[src/rtl/dma_channel_arbiter.sv]
// rtl/dma_channel_arbiter.sv - packet-atomic round-robin merge of FrameLink DMA channels
module dma_channel_arbiter #(
  parameter  int CHANNELS   = 4,
  parameter  int DATA_WIDTH = 64,
  parameter  int CNT_WIDTH  = 32,
  localparam int REMW       = (DATA_WIDTH / 8 > 1) ? $clog2(DATA_WIDTH / 8) : 1,
  localparam int CHW        = (CHANNELS > 1) ? $clog2(CHANNELS) : 1
) (
  input  logic                          CLK,
  input  logic                          RESET,
  input  logic [CHANNELS*DATA_WIDTH-1:0] RX_DATA,
  input  logic [CHANNELS*REMW-1:0]      RX_REM,
  input  logic [CHANNELS-1:0]           RX_SOF_N,
  input  logic [CHANNELS-1:0]           RX_EOF_N,
  input  logic [CHANNELS-1:0]           RX_SRC_RDY_N,
  output logic [CHANNELS-1:0]           RX_DST_RDY_N,
  output logic [DATA_WIDTH-1:0]         TX_DATA,
  output logic [REMW-1:0]               TX_REM,
  output logic                          TX_SOF_N,
  output logic                          TX_EOF_N,
  output logic                          TX_SRC_RDY_N,
  input  logic                          TX_DST_RDY_N,
  output logic [CHW-1:0]                TX_CHANNEL,
  input  logic [CHANNELS-1:0]           ENABLE,
  input  logic                          CNT_CLEAR,
  output logic [CHANNELS*CNT_WIDTH-1:0] PKT_CNT,
  output logic [CHANNELS-1:0]           ERR
);

  typedef enum logic {IDLE, LOCKED} state_t;

  state_t               fsm, fsm_nxt;
  logic [CHW-1:0]       grant, grant_nxt;
  logic [CHW-1:0]       rr_ptr, rr_nxt;
  logic [CHW-1:0]       cand, sel, ic;
  logic                 cand_ok, active, xfer, eof_xfer;
  logic [CHANNELS-1:0]  err_set;
  logic [CNT_WIDTH-1:0] cnt_q [CHANNELS];
  logic [CHANNELS-1:0]  err_q;
  int                   idx;

  // arbitration state; reset leaves rr_ptr on the last channel so channel 0 wins first
  always_ff @(posedge CLK or posedge RESET) begin
    if (RESET) begin
      fsm    <= IDLE;
      grant  <= '0;
      rr_ptr <= CHW'(CHANNELS - 1);
    end else begin
      fsm    <= fsm_nxt;
      grant  <= grant_nxt;
      rr_ptr <= rr_nxt;
    end
  end

  // first enabled channel offering a SOF, scanning upward from just past rr_ptr
  always_comb begin
    cand_ok = 1'b0;
    cand    = '0;
    idx     = 0;
    ic      = '0;
    for (int k = 1; k <= CHANNELS; k++) begin
      idx = (int'(rr_ptr) + k) % CHANNELS;
      ic  = CHW'(idx);
      if (!cand_ok && ENABLE[ic] && !RX_SRC_RDY_N[ic] && !RX_SOF_N[ic]) begin
        cand_ok = 1'b1;
        cand    = ic;
      end
    end
  end

  // the channel driving TX: the locked owner, else this cycle's candidate
  always_comb begin
    active   = (fsm == LOCKED) || cand_ok;
    sel      = (fsm == IDLE && cand_ok) ? cand : grant;
    xfer     = active && !RX_SRC_RDY_N[sel] && !TX_DST_RDY_N;
    eof_xfer = xfer && !RX_EOF_N[sel];
  end

  // next state: lock on a multi-word start, release and advance rr_ptr on EOF
  always_comb begin
    fsm_nxt   = fsm;
    grant_nxt = grant;
    rr_nxt    = rr_ptr;
    if (xfer) begin
      if (!RX_EOF_N[sel]) begin
        fsm_nxt = IDLE;
        rr_nxt  = sel;
      end else if (fsm == IDLE) begin
        fsm_nxt   = LOCKED;
        grant_nxt = sel;
      end
    end
  end

  // outputs: zero-latency mux, per-channel handshakes and error events
  always_comb begin
    RX_DST_RDY_N = '1;
    err_set      = '0;
    TX_DATA      = RX_DATA[sel*DATA_WIDTH +: DATA_WIDTH];
    TX_REM       = RX_REM[sel*REMW +: REMW];
    TX_SOF_N     = RX_SOF_N[sel];
    TX_EOF_N     = RX_EOF_N[sel];
    TX_SRC_RDY_N = active ? RX_SRC_RDY_N[sel] : 1'b1;
    TX_CHANNEL   = sel;
    if (active) RX_DST_RDY_N[sel] = TX_DST_RDY_N;
    // a mid-packet word with no owner is dropped immediately so it cannot block the channel
    for (int i = 0; i < CHANNELS; i++) begin
      if (fsm == IDLE && !RX_SRC_RDY_N[i] && RX_SOF_N[i]) begin
        RX_DST_RDY_N[i] = 1'b0;
        err_set[i]      = 1'b1;
      end
    end
    if (fsm == LOCKED && xfer && !RX_SOF_N[grant]) err_set[grant] = 1'b1;
    if (RESET) begin
      TX_SRC_RDY_N = 1'b1;
      RX_DST_RDY_N = '1;
      TX_CHANNEL   = '0;
      err_set      = '0;
    end
  end

  // packet counters and sticky errors; an event in the clear cycle survives the clear
  always_ff @(posedge CLK or posedge RESET) begin
    if (RESET) begin
      for (int i = 0; i < CHANNELS; i++) cnt_q[i] <= '0;
      err_q <= '0;
    end else begin
      for (int i = 0; i < CHANNELS; i++) begin
        if (CNT_CLEAR)
          cnt_q[i] <= (eof_xfer && sel == CHW'(i)) ? CNT_WIDTH'(1) : '0;
        else if (eof_xfer && sel == CHW'(i))
          cnt_q[i] <= cnt_q[i] + CNT_WIDTH'(1);
      end
      err_q <= CNT_CLEAR ? err_set : (err_q | err_set);
    end
  end

  // flatten the counter array onto the output bus
  always_comb begin
    for (int i = 0; i < CHANNELS; i++) PKT_CNT[i*CNT_WIDTH +: CNT_WIDTH] = cnt_q[i];
  end

  assign ERR = err_q;

endmodule

[config.mk]
export PLATFORM = sky130hd
export DESIGN_NAME = dma_channel_arbiter
export DESIGN_NICKNAME = d
export VERILOG_FILES = /design/src/rtl/dma_channel_arbiter.sv
export SDC_FILE = /design/constraint.sdc
export NUM_CORES = 1
export LEC_CHECK = 0
export BUFFER_PORTS_ARGS = -buffer_cell sky130_fd_sc_hd__clkbuf_2
export CAP_MARGIN = 20
export CORE_AREA = 5 5 192 194
export CTS_CLUSTER_SIZE = 24
export DETAILED_ROUTE_END_ITERATION = 16
export DIE_AREA = 0 0 197 199
export GPL_ROUTABILITY_DRIVEN = 0
export PLACE_DENSITY = 0.6
export SYNTH_ARGS = -nofsm -noshare
export SYNTH_HDL_FRONTEND = slang
export SYNTH_SLANG_ARGS = --single-unit
[constraint.sdc]
create_clock -name CLK -period 5.8 [get_ports CLK]
set_input_delay 0.58 -clock CLK [delete_from_list [all_inputs] [get_ports CLK]]
set_output_delay 0.58 -clock CLK [all_outputs]
set_load 0.005 [all_outputs]
======== Word-level counts from Yosys, hierarchy flattened ========
Index checks and enable logic that the tools add are counted.
storage, ports and cells
  register bits after elaboration ......... 137
  output and inout bits ................... 208
  bits of input ports ..................... 288
  word-level logic and storage cells ...... 168
operators by class
  shifts and indexed selects .............. 2
  add/sub/neg operators ................... 8
  multipliers ............................. 1
  bitwise operators ....................... 6
  equality and inequality tests ........... 3
  $lt $le $gt $ge ......................... 8
  reduce and logical (&&, ||, !) cells .... 58
  multiplexer cells ....................... 74
operators by type and width
  cell                                                                                  count
  32-bit 2-to-1 mux                                                                     8
  256-bit by 9-bit variable part select with 64-bit output                              1
  32-bit by 1-bit adder with 32-bit output (second input constant)                      4
  1-bit 2-to-1 mux                                                                      37
  1-bit binary-select mux with 2-bit select                                             16
  1-bit logical AND                                                                     31
  4-bit 2-to-1 mux                                                                      5
  1-bit logical NOT                                                                     19
  2-bit by 3-bit less-than comparator with 1-bit output (second input constant)         6
  2-bit 2-to-1 mux                                                                      6
  4-bit OR                                                                              3
  12-bit by 5-bit variable part select with 3-bit output                                1
  2-bit nonzero test                                                                    4
  2-bit by 1-bit adder with 2-bit output (second input constant)                        2
  2-bit adder (second input constant)                                                   2
  1-bit demux with 2-bit select                                                         2
  2-bit equality test (second input constant)                                           2
  2-bit by 1-bit greater-or-equal comparator with 1-bit output (second input constant)  2
  2-bit by 2-bit multiplier with 4-bit output (second input constant)                   1
  4-bit inverter                                                                        1
  3-bit AND reduction                                                                   1
  2-bit by 1-bit equality test with 1-bit output (second input constant)                1
  2-bit logical NOT                                                                     1
  1-bit inverter                                                                        2
  other kinds (2)                                                                       2

======== Longest topological paths before layout ========
  word-level depth ........................ 35
  mapped depth ............................ 10
  gate-level depth less buffers ........... 7

======== Worst setup path before layout ========
OpenSTA, ideal clock, no wires.
  path kind ............................... input to output
  from .................................... in RESET
  to ...................................... out RX_DST_RDY_N[0]
  path slack .............................. 1.047 ns
  cell stages on the path ................. 3
  arrival time ............................ 4.173 ns
  data required time ...................... 5.220 ns
  path buffers ............................ 1
  cells stage by stage .................... clkbuf_1 > inv_1 > o21ai_0
between the ends
  cells in the longest elaborated chain, start to end .. 1
RTL lines
  element             RTL line  source
  start: declaration  10        input logic RESET,
  4-bit 2-to-1 mux    114       if (RESET) begin
  end: declaration    16        output logic [CHANNELS-1:0] RX_DST_RDY_N,
Every way passes these cells.

======== Worst setup path after layout ========
  from .................................... in RX_SRC_RDY_N[0]
  to ...................................... out TX_DATA[25]
between the ends
  cells in the longest elaborated chain, start to end .. 24
  elaborated cells on any way between the ends .. 37
  classes of those cells .................. 1 x shift; 17 x mux; 19 x reduce/logical
RTL lines
  element                                                     RTL line  source
  start: declaration                                          15        input logic [CHANNELS-1:0] RX_SRC_RDY_N,
  1-bit binary-select mux with 2-bit select                   64        if (!cand_ok && ENABLE[ic] && !RX_SRC_RDY_N[ic] && !RX_SOF_N[ic]) begin
  1-bit 2-to-1 mux (implied by the code)                      64
  1-bit logical NOT                                           64
  1-bit logical AND (2 in a row)                              64
  1-bit 2-to-1 mux                                            64
  1-bit logical NOT                                           64
  1-bit logical AND (3 in a row)                              64
  1-bit 2-to-1 mux                                            64
  1-bit logical NOT                                           64
  1-bit logical AND (3 in a row)                              64
  1-bit 2-to-1 mux                                            64
  1-bit logical NOT                                           64
  1-bit logical AND (3 in a row)                              64
  1-bit 2-to-1 mux                                            64
  1-bit logical AND                                           74        sel = (fsm == IDLE && cand_ok) ? cand : grant;
  2-bit 2-to-1 mux *                                          74
  256-bit by 9-bit variable part select with 64-bit output *  99        TX_DATA = RX_DATA[sel*DATA_WIDTH +: DATA_WIDTH];
  end: declaration                                            17        output logic [DATA_WIDTH-1:0] TX_DATA,
Mark *: on every way between the ends. The rest lies on a longest branch, timed or not. The select of a mux whose other input is x is not followed.

==> impl_metrics.csv <==
group,metric,value,unit
setup_path,cp_max_fo,49,
min_path,hold_class,"in2async",
timing,finalCritPeriodShare,71.97,%
timing,fmax,239.6,MHz
setup_path,cp.required,5.22,ns
timing,worst_hold_slack,0.4966,ns
synth,synthAdderAreaFrac,0.5244,%
power_and_ir_drop,p_seq_share,21.4,%
floorplan,ioPinCount,496,
detailed_routing,ant_nets,0,
detailed_routing,wl_per_cell,21.08,microns
synth,synth_area,9544,sq um
global_route,grt-ovfl-total,0,
clock_tree,post_cts_buffers,0,
floorplan,die_w,197,microns
setup_path,r2r_slack,2.13,ns
global_route,grt_pass1_wl,68340,microns
power_and_ir_drop,ir_drop,0.0002577,V
timing,setup_tns,0,ns
synth,ys_types,61,
timing,rsz0062_at_grt,"no",
clock_tree,ctsHoldBuffers,0,
power_and_ir_drop,clockPowerShare,27.7,%
setup_path,path_delay_family,"buffers and inverters",
global_route,antenna_found_initial,7,
synth,synthArstFlopShare,100.0,%
detailed_routing,routed_via_density,5.228,
detailed_routing,drt-initial-drc-count,872,
clock_tree,clk_path_buf_depth,2,
setup_path,endpoint_kind,"output pin",
synth,ys_warn_count,0,
floorplan,fp-row-count,69,
synth,yosys_register_bits,137,
global_route,grt_pass1_vias,11240,
detailed_routing,dr_total_vias,11490,
clock_tree,cts_htree_levels,4,
synth,yosys.area_share.simple,37.99,%
timing,maxSlewViolCount,0,
synth,syn_avg_cell_area,7.445,sq um
synth,synthTopCellsByArea,"dfrtp_1 35%, nand2_1 13%, and3_1 5.4%",
floorplan,die_area,39200,sq um
clock_tree,clock_sinks,137,
setup_path,cp_slowest_cell,"buf_4",
clock_tree,cts_tree,"done",
layout,utilization,37.44,%
synth,synthMuxAreaShare,1.966,%
power_and_ir_drop,combPwrFrac,50.9,%
placement,portBuffers,495,
status,outcome,"complete, no violations",
timing,setup_viol,0,
layout,syn2layout_area_growth,37.49,%
power_and_ir_drop,p_sw_share,43.39,%
timing,fin_crit,4.174,ns
placement,dpl-instance-area,12410,sq um
floorplan,die_y,199,microns
setup_path,cp.arrival,3.59,ns
setup_path,critPathMaxStageDelay,0.51,ns
timing,tightest_slew,0.8758,ns
global_route,grt_usage,22.28,%
setup_path,crit_buf_inv,4,
detailed_routing,drc_errors,0,
setup_path,r2r_end,"PKT_CNT[57]",
synth,seq_area_frac_synth,35.95,%
synth,synth_top_family_by_area,"simple AND/OR/NAND/NOR gates",
global_route,grt_max_degree,152,
power_and_ir_drop,net-switching-power,2.101,mW
power_and_ir_drop,leakage,6.298,nW
synth,synth_nets,1574,
synth,synth_top_area_share,35.40,%
setup_path,reg2reg_from,"fsm",
synth,yosysMostFrequentCell,"nand2_1",
synth,synth_edf_count,0,
clock_tree,clk_pin_slew,0.06,ns
clock_tree,clock_latency,0.43,ns
power_and_ir_drop,power_density,369.0,nW/um^2
detailed_routing,drt_pre_antenna_iters,5,
layout,layout-drive-gt1-share,32.39,%
clock_tree,cts-root-buf,"clkbuf_16",
power_and_ir_drop,internal-power,2.741,mW
timing,relSlewSlack,41.61,%
synth,synthXorXnorAreaFrac,6.332,%
synth,synth_compound_area_share,12.69,%
synth,synth_flop_cell,"dfrtp_1",
power_and_ir_drop,p_total,4.842,mW
setup_path,start_kind,"input port",
detailed_routing,wirelength,46320,microns
layout,final_cell_area,13120,sq um
setup_path,critical_path_class,"in2out",
timing,skew,0.01136,ns
clock_tree,cts_made_buffers,17,
clock_tree,cts_resized,0,
floorplan,start_util,27.23,%
synth,synth_top_area_cell,"dfrtp_1",
setup_path,worstPathCellList,"clkbuf_2 -> or3b_1 -> a32o_1 -> o32ai_4 -> buf_4 -> buf_4 -> nand2_1 -> and3_1 -> a31oi_1 -> clkbuf_2",
timing,finalHoldViolCount,0,
placement,dp_hpwl,35810,microns
synth,synth_common_cells,"326 x nand2_1, 135 x dfrtp_1, 96 x nor2_1, 82 x and3_1, 69 x clkbuf_1",
job,max_cap_viol_count,0,
setup_path,ff2ff_path_depth,7,
layout,final_nets,2015,
synth,netlist_instances,1282,
floorplan,core,35050,sq um
[layout by cell type, fill, tap and decap left out, types with 3 or more instances in the layout]
cell and count:
a21oi_1 53, a31o_2 3, a31oi_1 68, and2_1 6, and3_1 82, and4_1 7, buf_4 10, bufinv_16 8
clkbuf_16 17, clkbuf_2 494, dfrtp_1 135, ha_1 4, inv_1 30, mux2_2 4, mux2i_1 12, nand2_1 326
nand2b_1 5, nand3_1 28, nand4_1 41, nor2_1 96, nor2b_1 9, nor3_1 18, nor4_1 35, nor4b_1 7
o21ai_0 39, o22ai_1 3, o31ai_1 16, or2_2 7, or3_1 41, or4_1 17, xnor2_1 49, xor2_1 20
[area by class of cell]
cell class / instances / area, sq um
Clock buffer: 19 / 442.9
Fill cell: 3718 / 21930
Sequential cell: 137 / 3431
Multi-Input combinational cell: 1031 / 5710
Antenna cell: 1 / 2.502
Tap cell: 461 / 576.8
Inverter: 31 / 121.4
Clock inverter: 12 / 270.3
Timing Repair Buffer: 505 / 2567
[power groups by stage]
stage / clock network [mW] / logic, mW / registers, mW
floorplan: 0 / 1.35 / 1.03
global placement: 0 / 2.43 / 1.05
detailed placement: 0 / 2.44 / 1.05
CTS: 1.37 / 2.46 / 1.04
global route: 1.41 / 2.64 / 1.04
finish: 1.34 / 2.46 / 1.04
[state kept, by name, indices dropped and copies added, names as in the netlist]
signal / flops
PKT_CNT: 128
ERR: 4
grant: 2
rr_ptr: 2
fsm: 1
[per-layer routing]
metal	up-vias	part of all wire (%)	GRT usage [%]
li1	5416	-	-
met1	5467	41	28.79
met4	10	3.0	7.447
met2	512	47	36.59
met5	-	0.14	0
met3	81	8.4	5.556
[worst max-delay path by stage]
| stage | slack [ns] | end | startpoint | depth (start not counted) |
|---|---|---|---|---|
| floorplan | 1.05 | RX_DST_RDY_N[0] | RESET | 3 |
| CTS | 1.63 | TX_DATA[18] | RX_SRC_RDY_N[0] | 10 |
| finish | 1.63 | TX_DATA[25] | RX_SRC_RDY_N[0] | 10 |
| detailed placement | 1.59 | PKT_CNT[63] | RX_SRC_RDY_N[0] | 8 |
| global placement | 1.67 | TX_DATA[18] | RX_SRC_RDY_N[0] | 10 |
| global route | 1.44 | TX_DATA[18] | RX_SRC_RDY_N[0] | 10 |
[logic make-up (layout without fill, tap and decap cells)]
family | Yosys count | count (layout)
other | 0 | 1
adders and majority gates | 4 | 4
muxes | 18 | 18
and+or+nand+nor | 741 | 741
xor gates and xnor gates | 69 | 69
AOI/OAI and AO/OA | 199 | 199
buffers and inverters | 114 | 567
DFF | 137 | 137
[per-stage QoR]
stage / instances / setup WS (ns)
floorplan: 1282 / 1.047
global placement: 2165 / 1.672
detailed placement: 2165 / 1.590
CTS: 2196 / 1.626
global route: 2197 / 1.437
finish: 2197 / 1.626
Note: power is estimated with default switching activity, not from simulation.
